## src/rtl/note_sequencer.sv

```systemverilog
// Note-event sequencer: buffers {peak, hold} events and plays each through
// envelope_generator as a note_on / hold / note_off / wait-for-done cycle.
module note_sequencer #(
    parameter int DEPTH  = 4,
    parameter int HOLD_W = 32
) (
    input  logic                     clk,
    input  logic                     rst_b,
    input  logic                     ev_valid,
    input  logic [6:0]               ev_peak,
    input  logic [HOLD_W-1:0]        ev_hold,
    output logic                     ev_ready,
    input  logic                     panic,
    input  logic                     eg_busy,
    input  logic                     eg_done,
    output logic                     note_on,
    output logic                     note_off,
    output logic [6:0]               peak,
    output logic                     playing,
    output logic [$clog2(DEPTH):0]   count,
    output logic [15:0]              notes_played
);

    localparam int AW = $clog2(DEPTH);

    typedef enum logic [2:0] {IDLE, START, HOLD, STOP, WAIT_DONE} state_t;

    state_t              state;
    logic [6:0]          peak_mem [DEPTH];
    logic [HOLD_W-1:0]   hold_mem [DEPTH];
    logic [AW-1:0]       rd_ptr;
    logic [AW-1:0]       wr_ptr;
    logic [HOLD_W-1:0]   cur_hold;
    logic [HOLD_W-1:0]   hold_cnt;
    logic [HOLD_W:0]     hold_next;
    logic [HOLD_W:0]     hold_lim;
    logic                push;
    logic                pop;
    logic                hold_done;

    // Full means no push at all, even when a pop frees a slot this cycle.
    assign ev_ready = (count != (AW+1)'(DEPTH));
    assign push     = ev_valid && ev_ready && !panic;
    assign pop      = (state == IDLE) && (count != '0) && !eg_busy && !panic;

    // Compare one bit wider so counter+1 cannot wrap; hold 0 behaves as 1.
    assign hold_next = {1'b0, hold_cnt} + 1'b1;
    assign hold_lim  = (cur_hold == '0) ? {{HOLD_W{1'b0}}, 1'b1} : {1'b0, cur_hold};
    assign hold_done = (hold_next >= hold_lim);

    // NOTE: the event storage is deliberately not reset; only pointers and
    // count define which entries are valid, so stale data is never read.
    always_ff @(posedge clk) begin
        if (push) begin
            peak_mem[wr_ptr] <= ev_peak;
            hold_mem[wr_ptr] <= ev_hold;
        end
    end

    always_ff @(posedge clk or negedge rst_b) begin
        if (!rst_b) begin
            rd_ptr <= '0;
            wr_ptr <= '0;
            count  <= '0;
        end else if (panic) begin
            rd_ptr <= '0;
            wr_ptr <= '0;
            count  <= '0;
        end else begin
            if (push) wr_ptr <= wr_ptr + 1'b1;
            if (pop)  rd_ptr <= rd_ptr + 1'b1;
            if (push && !pop)
                count <= count + 1'b1;
            else if (pop && !push)
                count <= count - 1'b1;
        end
    end

    // Outputs are registered alongside the state so they never see inputs
    // combinationally.
    always_ff @(posedge clk or negedge rst_b) begin
        if (!rst_b) begin
            state        <= IDLE;
            note_on      <= 1'b0;
            note_off     <= 1'b0;
            playing      <= 1'b0;
            peak         <= '0;
            cur_hold     <= '0;
            hold_cnt     <= '0;
            notes_played <= '0;
        end else begin
            note_on  <= 1'b0;
            note_off <= 1'b0;
            case (state)
                IDLE: begin
                    if (pop) begin
                        cur_hold <= hold_mem[rd_ptr];
                        peak     <= peak_mem[rd_ptr];
                        note_on  <= 1'b1;
                        playing  <= 1'b1;
                        state    <= START;
                    end
                end
                START: begin
                    hold_cnt <= '0;
                    if (panic) begin
                        note_off <= 1'b1;
                        state    <= STOP;
                    end else begin
                        state <= HOLD;
                    end
                end
                HOLD: begin
                    if (panic || hold_done) begin
                        note_off <= 1'b1;
                        state    <= STOP;
                    end else begin
                        hold_cnt <= hold_cnt + 1'b1;
                    end
                end
                STOP: state <= WAIT_DONE;
                WAIT_DONE: begin
                    if (eg_done) begin
                        notes_played <= notes_played + 1'b1;
                        playing      <= 1'b0;
                        state        <= IDLE;
                    end
                end
                default: begin
                    playing <= 1'b0;
                    state   <= IDLE;
                end
            endcase
        end
    end

endmodule

```

## config.mk

```make
export PLATFORM = sky130hd
export DESIGN_NAME = note_sequencer
export DESIGN_NICKNAME = d
export VERILOG_FILES = /design/src/rtl/note_sequencer.sv
export SDC_FILE = /design/constraint.sdc
export NUM_CORES = 1
export LEC_CHECK = 0
export CAP_MARGIN = 40
export CORE_MARGIN = 1.5
export CORE_UTILIZATION = 52
export CTS_CLUSTER_DIAMETER = 100
export CTS_CLUSTER_SIZE = 8
export DETAILED_ROUTE_END_ITERATION = 8
export HOLD_SLACK_MARGIN = 0.12
export PLACE_DENSITY = 0.74
export RECOVER_POWER = 25
export SYNTH_ARGS = -nofsm -noshare
export SYNTH_HDL_FRONTEND = slang
export SYNTH_SLANG_ARGS = --single-unit
```

## constraint.sdc

```tcl
create_clock -name clk -period 4.5 [get_ports clk]
set_input_delay 0.675 -clock clk [delete_from_list [all_inputs] [get_ports clk]]
set_output_delay 0.675 -clock clk [all_outputs]
set_load 0.01 [all_outputs]
```

## Word-level counts from Yosys, hierarchy flattened

Memories as Yosys holds them, arrays and structs flattened. A register that Yosys moved wholly into a read port is not among the register bits.
Index checks and enable logic that the tools add are counted.

| word-level totals | value |
|---|---|
| flip-flop bits (word level) | 61 |
| bits in writable memories | 156 |
| bits of input ports | 45 |
| output and inout bits | 30 |
| logic and storage cells | 81 |
| memories | 2 |

| operators by class | value |
|---|---|
| add/sub/neg operators | 7 |
| order comparisons | 1 |
| eq/ne operators | 9 |
| muxes and demuxes | 25 |
| bitwise operators | 1 |
| reduce and logical (&&, ||, !) cells | 27 |

Memory list:

| memory | words | bits a word | rd ports | clocked after memory_dff | wr ports | RTL line | text |
|---|---|---|---|---|---|---|---|
| hold_mem | 4 | 32 | 1 | 1 | 1 | 30 | `logic [HOLD_W-1:0] hold_mem [DEPTH];` |
| peak_mem | 4 | 7 | 1 | 1 | 1 | 29 | `logic [6:0] peak_mem [DEPTH];` |

Operator list:

| cell | number |
|---|---|
| $mux W32 | 2 |
| $pmux W32 S2 | 1 |
| $add A32 B1 Y33 const B | 1 |
| $ge A33 B32 Y1 | 1 |
| $add A32 B1 Y32 const B | 1 |
| $logic_not A32 Y1 | 1 |
| $mux W3 | 6 |
| $add A16 B1 Y16 const B | 1 |
| $pmux W3 S5 | 1 |
| $mux W1 | 9 |
| $mux W2 | 4 |
| $ne A2 B2 Y1 const B | 4 |
| $logic_and A1 B1 Y1 | 7 |
| $eq A3 B2 Y1 const B | 2 |
| $logic_not A1 Y1 | 6 |
| $reduce_and A2 Y1 | 3 |
| $reduce_and A3 Y1 | 2 |
| $reduce_bool A2 Y1 | 3 |
| $reduce_bool A3 Y1 | 2 |
| $add A2 B1 Y2 const B | 2 |
| $add A3 B1 Y3 const B | 1 |
| $eq A3 B1 Y1 const B | 1 |
| $eq A3 B3 Y1 const B | 1 |
| $logic_not A3 Y1 | 1 |
| other kinds (7) | 7 |

## Longest topological paths before layout

Gate-level depths: netlist of run 1.

| logic depth | value |
|---|---|
| word-level depth | 8 |
| gate-level depth with buffers | 19 |
| gate-level depth less buffers | 15 |

## Least setup slack after synthesis of run 1

No wires, ideal clock.

| timing path | value |
|---|---|
| kind | register -> register |
| start point | register hold_cnt[9] |
| end point | register hold_cnt[20] |
| library setup time | 0.126 ns |
| data arrival time | 4.544 ns |
| data required time | 4.374 ns |
| slack | -0.170 ns |
| stages on the path, launching flop included | 19 |
| buffers on the path | 4 |
| clock period less this slack | 4.670 ns |
| path through | dfrtp_1 -> clkbuf_1 -> nand3_1 -> or4_1 -> buf_2 -> or4_4 -> nor2_1 -> nand3_1 -> xnor2_1 -> ha_1 -> nand4_1 -> or4_1 -> or2_2 -> o221a_2 -> and4b_1 -> buf_6 -> buf_6 -> and3_4 -> a221o_1 |

| between the ends | value |
|---|---|
| cells in the longest elaborated chain, start to end | 5 |
| elaborated cells between the ends (all ways) | 8 |
| those cells by class | add/sub: 2; order compare: 1; eq/ne: 1; mux: 2; reduce/logical: 2 |

Ends and longest elaborated chain:

| what | RTL line | text |
|---|---|---|
| start: declaration | 34 | `logic [HOLD_W-1:0] hold_cnt;` |
| start signal: assignment | 118 | `hold_cnt <= hold_cnt + 1'b1;` |
| $add A32 B1 Y33 | 47 | `assign hold_next = {1'b0, hold_cnt} + 1'b1;` |
| $ge A33 B32 Y1 | 49 | `assign hold_done = (hold_next >= hold_lim);` |
| $logic_or A1 B1 Y1 | 114 | `if (panic \|\| hold_done) begin` |
| $ne A2 B2 Y1 (no source line) | n/a |  |
| $reduce_and A2 Y1 (no source line) | n/a |  |

Several ways; a longest one is shown, not always the timed one. The select of a mux whose other input is x is not followed.
A chain may end at the register's enable or synchronous reset.

## Worst setup path in the final report of run 1

| timing path | value |
|---|---|
| start point | register hold_cnt[1] |
| end point | register hold_cnt[25] |

Same word-level chain as after synthesis.

==> qor.csv, run 1 <==
metric;value;unit
status;finished clean;
DP HPWL;15400;µm
I/O pin total;75;
Die Y;151;µm
CTS tree;done;
number of I/O port buffers;74;
final setup fails;0;
final instance area;13900;µm²
final slew viol count;0;
Pwr Density;520;nW/µm²
mean post-synth cell area;13.8;µm²
Placed Cells;1184;
area occupied by multi-input gates;3910;µm²
row count;53;
via count;7178;
Storage cell area;7190;µm²
hold crit path type;in -> async;
Worst Path Required;4.90;ns
DRC;0;
# Max-Cap Violations;0;
WP data arrival;4.78;ns
Max clock buf depth;3;
switching power;2070;µW
GRT overflow;0;
total track usage;21.7;%
Final Wtd Congestion;0.857;
vias in the first global route;7154;
Nets;1037;
layout cells sized above 1;18.2;%
Synth Register Bits;256;
First-pass DRT Iterations;6;
Seq/Total Area, Yosys;63.4;%
sw frac;28.7;%
endpoint class of the critical path;flop;
Flop pwr share;42.8;%
Mapped Cells;820;
Highest Clock Rate;228;MHz
critical path class;reg -> reg;
initial antenna violation count;1;
number of synthesized flops with an enable pin;156;
Post-Route WL;23700;µm
Reg clk slew, reported paths;0.05;ns
Max FO, Critical Path;22;
Final WS setup;0.115;ns
initial core utilization;53.4;%
chip width;151;µm
Async SR Flop Fraction;39.1;%
post-route ant nets;0;
Non-Filler Instances;1251;
synth warn;0;
Max Clock Skew;0.00938;ns
Setup crit start kind;flop;
dpl cell area;12700;µm²
Worst Tran Pin Value;1.11;ns
post-route clock period utilization;97.4;%
worst ir drop on vdd;340;µV
min cycle time layout;4.38;ns
average wire per standard cell;19.0;µm
library cells used by synthesis;56;
H-tree level count;2;
Filler cells;1503;
post-layout util;65.4;%
syn_nets;904;
Die ar.;22700;µm²
Area growth, synth to finish;22.4;%
first-pass GRT wire length;37600;µm
Hold Fails Final Rpt;0;
Clock power frac;34.6;%
insertion delay to the later sink of the worst-skew pair;0.51;ns
initial DRC count;520;
synthesized area;11300;µm²
vias per cell;5.74;
worst slack, placed;-0.0221;ns
CTS Buf Count;37;
CORE AREA;21200;µm²
slew margin rel.;25.2;%
Comb power frac;22.7;%
Pint;5150;µW
ys flop type;edfxtp_1;
largest net degree at the start of global routing;65;
clk root buf;clkbuf_16;
clock sink count;256;
CTS Hold Buffers Added;0;
Leak Pwr;0.00536;µW
total chip power;7220;µW
-- flip-flops by register name (all words and copies together) (netlist names) --
register      flops
count             3
cur_hold         32
hold_cnt         32
hold_mem        128
note_off          1
note_on           1
notes_played     16
peak              7
peak_mem         28
playing           1
rd_ptr            2
state             3
wr_ptr            2
-- metal layers --
layer  GRT usage, %  up-vias  wire [µm]
met2           34.5      249      11700
met5              0        -          0
li1               -     3323          -
met4           8.20        0        630
met3           3.97       49       1250
met1           30.1     3557      10200
-- what timing repair did --
action | in CTS | in global routing
hold endpoints to repair | 0 | 0
resized for setup | 3 | 16
cloned | 0 | 1
pin swaps | 0 | 5
endpoints found under the setup margin | 8 | 20
buffers inserted | 0 | 4
-- final timing paths --
path                                       start               end  slack (ns)  cells past startpoint
worst min-delay path                       rst_b   notes_played[8]        0.26                      1
worst min register to register  notes_played[15]  notes_played[15]        0.46                      1
min in group clk                notes_played[15]  notes_played[15]        0.46                      1
max in group asynchronous                  rst_b       hold_cnt[3]        3.16                      2
worst max register to register       hold_cnt[1]      hold_cnt[25]        0.12                     16
worst max-delay path                 hold_cnt[1]      hold_cnt[25]        0.12                     16
-- layout by cell type, fill, tap and decap left out, types with 36 or more instances in the layout --
cell,instances
edfxtp_1,156
dfrtp_1,98
nand2_1,87
buf_4,54
o21ai_0,45
inv_1,40
mux4_2,39
clkbuf_16,38
clkdlybuf4s50_1,38
ha_1,37
xnor2_1,36
-- metrics by stage --
step	hold slack, ns	TNS [ns]
final	0.265	0
after floorplan	0.379	0
after detailed placement	0.468	-0.0614
after global routing	0.348	-0.0405
after global placement	0.465	-1.63
after CTS	0.295	0
-- cells in the mapped netlist (all sizes together) (11+ instances only) --
master	number	area share, %
a21oi	14	0.62
and3	13	0.81
buf	12	0.59
clkbuf	25	0.83
dfrtp	100	22
edfxtp	156	41
ha	38	4.2
inv	40	1.3
mux4	39	7.7
nand2	87	2.9
nand3	26	1.1
nand4	18	1.1
nor2	39	1.3
nor3	17	0.75
nor4	11	0.74
o21ai	45	2.0
xnor2	36	2.8
xor2	14	1.1
-- cell families after synthesis --
logic type	count (synthesis)	synth area share, %
buffers and inverters	78	2.77
muxes	50	8.83
xor gates and xnor gates	50	3.86
adders and majority gates	39	4.37
and+or+nand+nor	246	11.0
AOI/OAI and AO/OA	101	5.77
DFF	256	63.4
-- power groups by stage --
stage | combinational, µW | clock [µW] | sequential (µW)
final | 1640 | 2500 | 3090
after global routing | 1810 | 2660 | 3120
after CTS | 1610 | 2540 | 3090
after detailed placement | 1580 | 0 | 3120
after global placement | 1480 | 0 | 3140
after floorplan | 1030 | 0 | 3050
-- worst max-delay path: stages, from the launching register on --
cell and delay [ns]:
dfrtp_1 0.36, ha_2 0.20, nand2_1 0.07, or4_4 0.45
or4_4 0.46, nor2_2 0.12, nand3_2 0.10, xnor2_1 0.15
ha_1 0.31, nand4_1 0.14, or4_4 0.44, or2_2 0.32
o221a_2 0.24, and4b_2 0.28, buf_12 0.17, a221o_1 0.30
a21o_1 0.17
-- layout make-up --
cell class | count | share of cell area [%]
clock inverters | 2 | 0.334
repair buffers | 131 | 8.85
inverters | 41 | 1.11
flip-flops and latches | 256 | 51.8
clock buffers | 59 | 7.27
well taps | 275 | 2.48
diodes | 1 | 0.0180
multi-input cells | 486 | 28.1
No activity file was read; power rests on OpenSTA's default activity.
==> run 2: changes to the inputs <==
--- a/config.mk
+++ b/config.mk
@@ -12,7 +12,7 @@
 export CTS_CLUSTER_SIZE = 8
 export DETAILED_ROUTE_END_ITERATION = 8
 export HOLD_SLACK_MARGIN = 0.12
-export PLACE_DENSITY = 0.74
+export PLACE_DENSITY = 0.77
 export RECOVER_POWER = 25
 export SYNTH_ARGS = -nofsm -noshare
 export SYNTH_HDL_FRONTEND = slang
==> qor.csv, run 2 (synthesis results as in run 1) <==
metric;value;unit;change
number of flip-flops under the largest register name;128;;unchanged
min cycle time layout;4.36;ns;was 4.38 ns
CTS tree;done;;unchanged
R2R depth;15;;was 16
GRT overflow;0;;unchanged
Filler cells;1463;;was 1503
CTS Buf Count;37;;unchanged
WHS Path Cells;1;;
post-route clock period utilization;96.8;%;was 97.4%
Hold Fails Final Rpt;0;;unchanged
endpoint class of the critical path;flop;;unchanged
CTS Hold Buffers Added;0;;unchanged
Max Clock Skew;0.0200;ns;was 0.00938 ns
Max clock buf depth;3;;unchanged
hold path start;notes_played[15];;
largest registers;hold_mem (128), cur_hold (32), hold_cnt (32);;unchanged
initial antenna violation count;0;;was 1
Clock power frac;35.1;%;was 34.6%
critical path class;reg -> reg;;unchanged
CORE AREA;21200;µm²;unchanged
total chip power;7350;µW;was 7220 µW
sw frac;29.0;%;was 28.7%
Leak Pwr;0.00538;µW;was 0.00536 µW
TNS Setup;0;ns;unchanged
row count;53;;unchanged
initial DRC count;537;;was 520
Post-Route WL;24400;µm;was 23700 µm
most frequent cells in the layout;edfxtp_1 (156), dfrtp_1 (98), nand2_1 (87);;unchanged
total track usage;22.4;%;was 21.7%
final setup fails;0;;unchanged
Die Y;151;µm;unchanged
Pwr Density;527;nW/µm²;was 520 nW/µm²
Flop pwr share;42.0;%;was 42.8%
average wire per standard cell;19.5;µm;was 19.0 µm
worst ir drop on vdd;371;µV;was 340 µV
initial core utilization;53.4;%;unchanged
Worst Tran Pin Value;2.01;ns;was 1.11 ns
vias in the first global route;7233;;was 7154
vias per cell;5.71;;was 5.74
Area growth, synth to finish;23.1;%;was 22.4%
worst slack, placed;0.0103;ns;was -0.0221 ns
DP HPWL;15200;µm;was 15400 µm
H-tree level count;2;;unchanged
Ant. Diodes;0;;was 1
insertion delay to the later sink of the worst-skew pair;0.53;ns;was 0.51 ns
Pint;5220;µW;was 5150 µW
hold crit path type;reg -> reg;;was in -> async
status;complete, but fails checks;;was finished clean
slew margin rel.;-33.8;%;was 25.2%
most common cell after layout, fill and taps aside;edfxtp_1;;unchanged
largest net degree at the start of global routing;45;;was 65
Die ar.;22700;µm²;unchanged
First-pass DRT Iterations;5;;was 6
Worst Path Required;4.90;ns;about the same
failing checks;capacitance limit, slew limit;;
Reg clk slew, reported paths;0.05;ns;about the same
R2R Setup Slk;0.14;ns;was 0.12 ns
DRC;0;;unchanged
most flop-heavy register;hold_mem;;unchanged
number of I/O port buffers;74;;unchanged
clock sink count;256;;unchanged
WP data arrival;4.76;ns;was 4.78 ns
Hold Path Sink;notes_played[15];;
clk root buf;clkbuf_16;;unchanged
Final WS setup;0.145;ns;was 0.115 ns
reg-to-reg critical path startpoint;hold_cnt[5];;was hold_cnt[1]
final instance area;14000;µm²;was 13900 µm²
post-route ant nets;0;;unchanged
Hold WS;0.467;ns;was 0.265 ns
Highest Clock Rate;230;MHz;was 228 MHz
# Max-Cap Violations;1;;was 0
Final Wtd Congestion;0.846;;was 0.857
switching power;2130;µW;was 2070 µW
I/O pin total;75;;unchanged
layout cells sized above 1;17.4;%;was 18.2%
Comb power frac;22.9;%;was 22.7%
dpl cell area;12800;µm²;was 12700 µm²
via count;7151;;was 7178
first-pass GRT wire length;38700;µm;was 37600 µm
Nets;1036;;was 1037
final slew viol count;35;;was 0
reg-to-reg critical path endpoint;hold_cnt[25];;unchanged
chip width;151;µm;unchanged
Setup crit start kind;flop;;unchanged
Max FO, Critical Path;22;;unchanged
run 2: cell types whose count changed in the layout (fill, tap and decap cells not counted), sizes merged:
cell,delta
clkdlybuf4s50,+19
dlygate4sd3,-19
clkbuf,+4
buf,-2
diode,-1
run 2: layer usage:
metal,wire length [µm],vias to the layer above,global-route usage (%)
met2,12300,190,37.5
met5,0,-,0
li1,-,3313,-
met4,529,0,7.23
met1,10500,3605,29.9
met3,1050,43,3.85
run 2: critical path, stage by stage, from the launching register on:
cell and delay, ns:
dfrtp_1 0.39, nand4_4 0.11, or4_4 0.57, or4_4 0.52, nor2_1 0.11, nand3_1 0.15, xnor2_1 0.17, ha_1 0.29
nand4_1 0.10, or4_4 0.43, or2_2 0.30, o221a_2 0.24, and4b_2 0.24, buf_12 0.16, a221o_1 0.29, a21o_1 0.17
run 2: power by group through the flow:
| stage | clock network [µW] | logic (µW) | registers (µW) |
|---|---|---|---|
| 6_report | 2580 | 1680 | 3090 |
| 2_1_floorplan | 0 | 1030 | 3050 |
| 3_5_place_dp | 0 | 1620 | 3110 |
| 5_1_grt | 2730 | 1850 | 3120 |
| 3_3_place_gp | 0 | 1480 | 3130 |
| 4_1_cts | 2620 | 1660 | 3080 |
run 2: through the flow:
step           utilization [%]  std cells
2_1_floorplan                -        820
3_3_place_gp              59.5       1178
3_5_place_dp              60.2       1185
4_1_cts                   65.4       1249
5_1_grt                   65.8       1252
6_report                  65.8       1252
run 2: worst max-delay path by stage:
stage                 from           end  cells past startpoint
2_1_floorplan  hold_cnt[5]  hold_cnt[20]                     17
3_3_place_gp   hold_cnt[5]   hold_cnt[0]                     14
3_5_place_dp   hold_cnt[5]  hold_cnt[15]                     15
4_1_cts        hold_cnt[5]  hold_cnt[22]                     16
5_1_grt        hold_cnt[5]  hold_cnt[25]                     15
6_report       hold_cnt[5]  hold_cnt[25]                     15
run 2: timing repair:
action,4_1_cts,5_1_grt
setup endpoints to repair,1,30
setup buffers,0,2
gates cloned,0,1
pin swaps,0,2
gates resized for setup,1,11
run 2: final cells by class:
class,count,area (µm²),area share [%]
Multi-Input combinational cell,486,3880,27.8
Clock inverter,2,60.1,0.430
Inverter,41,154,1.10
Tap cell,275,344,2.47
Timing Repair Buffer,130,1280,9.19
Clock buffer,62,1040,7.46
Sequential cell,256,7190,51.5
